File: src/rtl/bus_dma_arbiter.sv
`default_nettype none
// ============================================================================
// Module   : bus_dma_arbiter
// Purpose  : Memory-mapped DMA engine and shared-bus arbiter for the cpu6502
//            system bus. The CPU programs SRC/DST/LEN through a register
//            window. The block then holds the CPU with RDY, copies bytes over
//            the shared bus in bounded bursts, returns the bus, and can raise
//            a level IRQ when the transfer is done.
// Revision : 1.0 - initial release
// ----------------------------------------------------------------------------
// Parameters
//   BURST   bytes per bus tenure before a forced CPU slot (0 = unlimited)
//   GAP     CPU-owned cycles between bursts (>= 1)
// Ports
//   cclk      in   system clock
//   reset     in   synchronous, active-high reset
//   cpu_ab    in   CPU address bus (register index = cpu_ab[2:0])
//   cpu_do    in   CPU write data
//   cpu_we    in   CPU write enable
//   cs        in   register window select
//   reg_do    out  registered register read data (0 when not reading)
//   bus_di    in   shared read data from memories/peripherals
//   bus_ab    out  arbitrated address
//   bus_do    out  arbitrated write data
//   bus_we    out  arbitrated write enable
//   cpu_rdy   out  CPU RDY, 1 = CPU runs
//   irq       out  interrupt request (DONE & IE)
// Build option
//   DMA_FILL_EN  adds CTRL bit3 FILL and register 6 FILL_VAL; with FILL set
//                the engine writes FILL_VAL at one cycle per byte.
// ============================================================================
module bus_dma_arbiter #(
  parameter int BURST = 16,
  parameter int GAP   = 4
) (
  input  logic        cclk,
  input  logic        reset,
  input  logic [15:0] cpu_ab,
  input  logic [7:0]  cpu_do,
  input  logic        cpu_we,
  input  logic        cs,
  output logic [7:0]  reg_do,
  input  logic [7:0]  bus_di,
  output logic [15:0] bus_ab,
  output logic [7:0]  bus_do,
  output logic        bus_we,
  output logic        cpu_rdy,
  output logic        irq
);

  localparam int c_BW = (BURST < 1) ? 1 : $clog2(BURST + 1);
  localparam int c_GW = (GAP < 2) ? 1 : $clog2(GAP);
  localparam logic [c_BW-1:0] c_BURST_MAX = c_BW'(BURST);
  localparam logic [c_GW-1:0] c_GAP_LAST  = c_GW'(GAP - 1);
  localparam logic            c_BURST_EN  = (BURST != 0);

  typedef enum logic [2:0] {
    S_IDLE = 3'd0,
    S_REQ  = 3'd1,
    S_RD   = 3'd2,
    S_LAT  = 3'd3,
    S_WR   = 3'd4,
    S_REL  = 3'd5,
    S_GAP  = 3'd6
  } state_t;

  state_t          r_state, w_state_next;
  logic [15:0]     r_src, r_dst;
  logic [7:0]      r_len, r_latch, r_reg_do;
  logic            r_ie, r_done, r_finish;
  logic [c_BW-1:0] r_burst_cnt;
  logic [c_GW-1:0] r_gap_cnt;

  logic            w_reg_wr, w_ctrl_wr, w_start, w_last, w_burst_full, w_fill;
  logic [2:0]      w_idx;
  logic [c_BW-1:0] w_burst_next;
  logic [7:0]      w_wr_data, w_rd_data;

`ifdef DMA_FILL_EN
  logic       r_fill;
  logic [7:0] r_fill_val;
  assign w_fill    = r_fill;
  assign w_wr_data = r_fill ? r_fill_val : r_latch;
`else
  assign w_fill    = 1'b0;
  assign w_wr_data = r_latch;
`endif

  // Writes only land while the CPU is running (IDLE or GAP).
  assign w_idx        = cpu_ab[2:0];
  assign w_reg_wr     = cs & cpu_we & cpu_rdy;
  assign w_ctrl_wr    = w_reg_wr && (w_idx == 3'd5);
  assign w_start      = w_ctrl_wr && cpu_do[0] && (r_state == S_IDLE);
  assign w_last       = (r_len == 8'd1);
  assign w_burst_next = r_burst_cnt + c_BW'(1);
  assign w_burst_full = c_BURST_EN && (w_burst_next == c_BURST_MAX);

  assign irq    = r_done & r_ie;
  assign reg_do = r_reg_do;

  // Next state and bus mux. The CPU owns the bus by default.
  always_comb begin
    w_state_next = r_state;
    cpu_rdy      = 1'b1;
    bus_ab       = cpu_ab;
    bus_do       = cpu_do;
    bus_we       = 1'b0;
    case (r_state)
      S_IDLE: begin
        bus_we = cpu_we;
        if (w_start) w_state_next = S_REQ;
      end
      S_REQ: begin
        cpu_rdy      = 1'b0;
        w_state_next = w_fill ? S_WR : S_RD;
      end
      S_RD: begin
        cpu_rdy      = 1'b0;
        bus_ab       = r_src;
        bus_do       = r_latch;
        w_state_next = S_LAT;
      end
      S_LAT: begin
        cpu_rdy      = 1'b0;
        bus_ab       = r_src;
        bus_do       = r_latch;
        w_state_next = S_WR;
      end
      S_WR: begin
        cpu_rdy = 1'b0;
        bus_ab  = r_dst;
        bus_do  = w_wr_data;
        bus_we  = 1'b1;
        if (w_last || w_burst_full) w_state_next = S_REL;
        else                        w_state_next = w_fill ? S_WR : S_RD;
      end
      S_REL: begin
        // CPU address is put back so its held read is repeated.
        cpu_rdy      = 1'b0;
        w_state_next = r_finish ? S_IDLE : S_GAP;
      end
      S_GAP: begin
        bus_we = cpu_we;
        if (r_gap_cnt == c_GAP_LAST) w_state_next = S_REQ;
      end
      default: w_state_next = S_IDLE;
    endcase
  end

  always_ff @(posedge cclk) begin
    if (reset) r_state <= S_IDLE;
    else       r_state <= w_state_next;
  end

  // Register file, engine datapath and read port.
  always_ff @(posedge cclk) begin
    if (reset) begin
      r_src       <= 16'h0000;
      r_dst       <= 16'h0000;
      r_len       <= 8'h00;
      r_latch     <= 8'h00;
      r_reg_do    <= 8'h00;
      r_ie        <= 1'b0;
      r_done      <= 1'b0;
      r_finish    <= 1'b0;
      r_burst_cnt <= '0;
      r_gap_cnt   <= '0;
`ifdef DMA_FILL_EN
      r_fill      <= 1'b0;
      r_fill_val  <= 8'h00;
`endif
    end else begin
      r_reg_do <= (cs && !cpu_we) ? w_rd_data : 8'h00;

      if (w_reg_wr) begin
        case (w_idx)
          3'd0: r_src[7:0]  <= cpu_do;
          3'd1: r_src[15:8] <= cpu_do;
          3'd2: r_dst[7:0]  <= cpu_do;
          3'd3: r_dst[15:8] <= cpu_do;
          3'd4: r_len       <= cpu_do;
          3'd5: begin
            r_ie <= cpu_do[1];
`ifdef DMA_FILL_EN
            r_fill <= cpu_do[3];
`endif
          end
`ifdef DMA_FILL_EN
          3'd6: r_fill_val <= cpu_do;
`endif
          default: ;
        endcase
      end

      // ACK always clears DONE; START only when accepted in IDLE.
      if (w_ctrl_wr && (cpu_do[2] || w_start)) r_done <= 1'b0;
      if (w_start) r_burst_cnt <= '0;

      if (r_state == S_LAT) r_latch <= bus_di;

      if (r_state == S_WR) begin
        if (!w_fill) r_src <= r_src + 16'd1;
        r_dst       <= r_dst + 16'd1;
        r_len       <= r_len - 8'd1;
        r_burst_cnt <= w_burst_next;
        r_finish    <= w_last;
      end

      if (r_state == S_REL) begin
        r_gap_cnt <= '0;
        if (r_finish) r_done <= 1'b1;
      end

      if (r_state == S_GAP) begin
        r_gap_cnt   <= r_gap_cnt + c_GW'(1);
        r_burst_cnt <= '0;
      end
    end
  end

  always_comb begin
    w_rd_data = 8'h00;
    case (w_idx)
      3'd0: w_rd_data = r_src[7:0];
      3'd1: w_rd_data = r_src[15:8];
      3'd2: w_rd_data = r_dst[7:0];
      3'd3: w_rd_data = r_dst[15:8];
      3'd4: w_rd_data = r_len;
      3'd5: w_rd_data = {r_done, 3'b000, w_fill, 1'b0, r_ie, (r_state != S_IDLE)};
`ifdef DMA_FILL_EN
      3'd6: w_rd_data = r_fill_val;
`endif
      default: w_rd_data = 8'h00;
    endcase
  end

endmodule
`default_nettype wire

File: config.mk
export PLATFORM = sky130hd
export DESIGN_NAME = bus_dma_arbiter
export DESIGN_NICKNAME = d
export VERILOG_FILES = /design/src/rtl/bus_dma_arbiter.sv
export SDC_FILE = /design/constraint.sdc
export NUM_CORES = 1
export LEC_CHECK = 0
export ABC_CLOCK_PERIOD_IN_PS = 2200
export BUFFER_PORTS_ARGS = -buffer_cell sky130_fd_sc_hd__buf_2
export CAP_MARGIN = 20
export CORE_ASPECT_RATIO = 1.1
export CORE_MARGIN = 5
export CORE_UTILIZATION = 35
export DETAILED_ROUTE_END_ITERATION = 6
export MAX_ROUTING_LAYER = met4
export PLACE_DENSITY = 0.59
export SLEW_MARGIN = 20
export SYNTH_ARGS = -nofsm -noshare
export SYNTH_HDL_FRONTEND = slang
export SYNTH_SLANG_ARGS = --single-unit
export TNS_END_PERCENT = 20
File: constraint.sdc
create_clock -name cclk -period 2.2 [get_ports cclk]
set_clock_uncertainty 0.1 [all_clocks]
set_input_delay 0.11 -clock cclk [delete_from_list [all_inputs] [get_ports cclk]]
set_output_delay 0.11 -clock cclk [all_outputs]
set_load 0.1 [all_outputs]
-- Word-level counts from Yosys, hierarchy flattened
Index checks and enable logic that the tools add are counted.
- bits in read-only memories: 0
- bits in registers: 69
- output and inout bits: 35
- memories kept: 0
- word-level logic and storage cells: 98
- bits in latches: 0
- RAM bits: 0
- equality and inequality tests: 16
- order comparisons: 0
- reductions and logical operators: 32
- mux-type cells: 28
- shift-type cells: 0
- bitwise operators: 4
- div/mod/pow operators: 0
- $add $sub $neg: 5
- multiply operators: 0
- operators by type and width (cell ; count):
    16-bit two-way mux ; 4
    8-bit two-way mux ; 8
    8-bit case mux with 6 select lines ; 1
    16-bit by 1-bit adder with 16-bit output (second input constant) ; 2
    16-bit case mux with 2 select lines ; 1
    3-bit case mux with 7 select lines ; 1
    2-bit nonzero test ; 8
    3-bit equality test (second input constant) ; 5
    2-bit AND reduction ; 7
    3-bit by 2-bit equality test with 1-bit output (second input constant) ; 4
    3-bit two-way mux ; 4
    5-bit two-way mux ; 2
    8-bit by 1-bit equality test with 1-bit output (second input constant) ; 1
    2-bit OR reduction ; 4
    8-bit by 1-bit subtractor with 8-bit output (second input constant) ; 1
    3-bit by 1-bit equality test with 1-bit output (second input constant) ; 2
    3-bit zero test ; 2
    5-bit by 1-bit adder with 5-bit output (second input constant) ; 1
    5-bit equality test (second input constant) ; 1
    1-bit logical AND ; 5
    5-bit OR reduction ; 1
    1-bit two-way mux ; 4
    2-bit two-way mux ; 2
    2-bit inequality test (second input constant) ; 2
    9 further kinds ; 12

-- Logic depth before layout (Yosys ltp)
- depth after elaboration: 12
- gate-level depth with buffers: 8
- gate-level depth less buffers: 6

-- Least setup slack after synthesis
No wires, ideal clock.
- path type: reg2out
- start point: register r_state[1]
- end point: output bus_ab[14]
- data arrival time: 2.456 ns
- setup slack: -0.466 ns
- path buffers: 2
- cell stages (with the launch flop): 6
- path through: dfxtp_1 buf_2 clkbuf_1 nor2_1 mux2i_1 a21oi_1
- longest elaborated chain between the ends: 3
- elaborated cells between the ends (all ways): 5
- RTL lines (item ; line ; text):
    start: declaration ; 67 ; state_t r_state, w_state_next;
    start signal: assignment ; 152 ; else r_state <= w_state_next;
    3-bit by 2-bit equality test with 1-bit output ; 108 ; case (r_state)
    2-bit OR reduction (no source line) ; - ;
    16-bit case mux with 2 select lines * ; 108 ;
    end: declaration ; 44 ; output logic [15:0] bus_ab,
Mark *: on every way between the ends. The rest lies on a longest branch, timed or not.

-- Worst setup path in the final report
- start point: register r_state[2]
- end point: output bus_ab[2]
Same word-level chain as after synthesis.

==> flow_summary.toml <==
[yosys]
synth_edf_count = 0
synthArstFlopShare_pct = 0
synth-warning-count = 0
synth_nets = 600
netlist-cell-type-count = 55
avgSynthCellArea_sq_um = 7.62
ys_ff_latch = 69
ys.flop_type = "dfxtp_1"
synth_area_sq_um = 4250
yosysSeqAreaShare_pct = 32.5
netlist_instances = 558

[grt]
grt_pass1_wl_microns = 23700
grt_max_degree = 43
grtUsageTotal_pct = 21.2
antenna_found_initial = 0
grt_pass1_vias = 4465
grt-ovfl-total = 0

[route]
drt_wl_total_microns = 15000
detail-route-antenna-nets = 0
dr.first_iter.drc_count = 427
wl_per_cell_microns = 18.7
vias_per_cell = 5.89
dr.pass1.iters = 5
vias = 4720
drc = 0

[setup_path]
r2r_end = "r_dst[13]"
cp_data_arrival_time_ps = 1950
rr_startpoint = "r_dst[6]"
critPathRequiredTime_ps = 1990
cp_max_fo = 42
crit_type = "reg -> out"
cp-end-kind = "primary output"
reg2regPathDepth = 6
rrSetupSlack_ps = 180
critPathLaunchType = "flip-flop"

[pwr]
switchingPower_mw = 1.50
power_frac_comb_pct = 30.9
pwr-share-clk_pct = 38.7
seqPwrFrac_pct = 30.4
p_int_mw = 2.84
ir_worst_vdd_v = 0.000434
power_density_nw_per_um2 = 751
switching_share_pct = 34.6
p_leak_nw = 2.18
finalPower_mw = 4.34

[timing]
hold_viol_final = 0
min_period_over_period_pct = 98.0
setup_viol = 0
rsz0062_at_grt = "true"
slew_violations = 0
fin_crit_ps = 2160
tightest_slew_ps = 572
fmax_ghz = 0.464
holdWs_ps = 25.1
slew_headroom_pct = 61.4

[cts]
clock_latency_ps = 330
cts_tree = "yes"
clk_pin_slew_worst_paths_ps = 60
ctsRootBufferMaster = "clkbuf_16"
cts_buffer_depth = 2
numCtsBuffers = 9
ctsHtreeMaxLevel = 3
clock-sinks = 69

[floorplan]
ioPinCount = 71
coreArea_sq_um = 12000
die_area_sq_um = 14500
die_h_microns = 126
initial_core_util_pct = 35.5
dieWidth_microns = 115
row_count = 42

[placement]
placedCellCount = 774
place_area_sq_um = 5290
routabilityCongestion = 0.961
post-dp-hpwl_microns = 10800
io_buffer_count = 70

[final_layout]
final_common_cell = "nand2_1"
stdcell_count = 802
stdcell_area_sq_um = 5780
layout_common_cells = "nand2_1 (82), dfxtp_1 (66), a21oi_1 (60), nor2_1 (57), buf_2 (45)"
fillCellCount = 1179
layout.nets = 685
area_growth_pct = 36.0
drive_above_1_share_pct = 24.4
num_antenna_cells = 0

[worst_hold_path]
hold_depth = 3
min-delay-start = "cpu_do[4]"
holdPathEnd = "r_len[4]"
worst_hold_path_type = "in -> reg"

[run_status]
status = "finished clean"

[job]
cap_violations = 0
-- worst max path at each step --
stage,startpoint,to,slack (ps),depth (start not counted)
detailed placement,r_state[1],bus_do[5],0.3,4
CTS,r_state[2],bus_ab[7],-8,5
floorplan,r_state[0],bus_ab[12],-300,6
global placement,r_state[1],bus_do[4],20,4
global route,r_state[1],bus_do[5],-100,5
finish,r_state[2],bus_ab[2],40,5
-- synthesized netlist by cell type (2+ instances only) --
master      n  area share [%]
mux2_2      9             2.4
inv_1      10            0.88
ha_1        6             1.8
a31oi_1    19             2.8
and3_1      2            0.29
or3_1       3            0.44
a2111oi_4   3             1.9
nor3b_1     4            0.71
a211oi_1    8             1.4
a41oi_1     3            0.62
a2bb2oi_1   6             1.2
nor2_1     59             5.2
a32oi_1     3            0.62
o22a_1      2            0.41
a221o_1     3            0.71
clkbuf_1   29             2.6
nand4_1    16             2.4
a21oi_1    63             7.4
o31ai_1     3            0.53
a22oi_1    14             2.5
nor3_1     11             1.3
nand3_1    31             3.6
buf_1       7            0.62
o211ai_1    5            0.88
nand2_1    83             7.3
mux2i_1    13             3.1
o21ai_0    22             2.6
buf_6       2            0.53
dfxtp_1    69              32
nor2b_1     2            0.29
and2_1      3            0.44
nand2b_1    5            0.74
nand3b_1    2            0.35
and4_1      2            0.41
mux4_2      6             3.2
nor4_1      6            0.88
o21a_1      2            0.35
buf_2       5            0.59
-- repair_timing --
action / CTS / global route
hold buffers: 8 / 0
endpoints found under the hold margin: 8 / 0
setup buffers: 0 / 4
setup endpoints to repair: 22 / 24
pin swaps: 1 / 0
gates resized for setup: 8 / 4
-- critical path: stages (launching register included) --
cell and delay [ps]:
dfxtp_2 380, nor3b_4 320, buf_12 270, nor3_1 90
a221o_1 350, buf_12 200
-- routing by layer --
| metal | track usage [%] | part of all wire, % | vias to the layer above |
|---|---|---|---|
| li1 | - | - | 2233 |
| met1 | 27.9 | 42 | 2231 |
| met2 | 31.6 | 47 | 217 |
| met3 | 3.45 | 6.6 | 39 |
| met4 | 10.3 | 4.1 | 0 |
| met5 | - | 0 | - |
-- power by group through the flow --
stage	Sequential [mW]	Combinational [mW]	Clock (mW)
after floorplan	1.32	0.873	0
after global placement	1.34	1.31	0
after detailed placement	1.34	1.32	0
after CTS	1.32	1.34	1.70
after global routing	1.32	1.40	1.76
final	1.32	1.34	1.68
-- sequential cells by signal (all words and copies together), names as in the netlist --
signal,cells
reg_do,8
r_burst_cnt,5
r_ie,1
r_latch,8
r_len,8
r_src,16
r_dst,16
r_gap_cnt,2
r_done,1
r_finish,1
r_state,3
-- final cells by class --
type	instances	area (sq um)	area share, %
inverter	10	37.5	0.649
timing repair buffer	117	1130	19.6
tap	154	193	3.33
clock buffer	10	229	3.96
multi-input combinational	436	2700	46.6
clock inverter	6	111	1.93
sequential	69	1390	24.0
-- logic make-up after synthesis --
group / Yosys count / synth area share (%)
adders and majority gates: 6 / 1.77
DFF: 69 / 32.5
muxes: 28 / 8.62
AOI/OAI and AO/OA: 166 / 26.1
and+or+nand+nor: 236 / 25.9
buffers and inverters: 53 / 5.18
-- per-stage QoR --
step	setup WS [ps]	TNS (ps)	util, %
4_1_cts	-7.58	-7.58	48.0
3_5_place_dp	0.275	0	44.2
5_1_grt	-97.0	-733	48.3
2_1_floorplan	-303	-2860	-
3_3_place_gp	17.6	0	44.2
6_report	43.3	0	48.3
(Power assumes the default switching activity.)
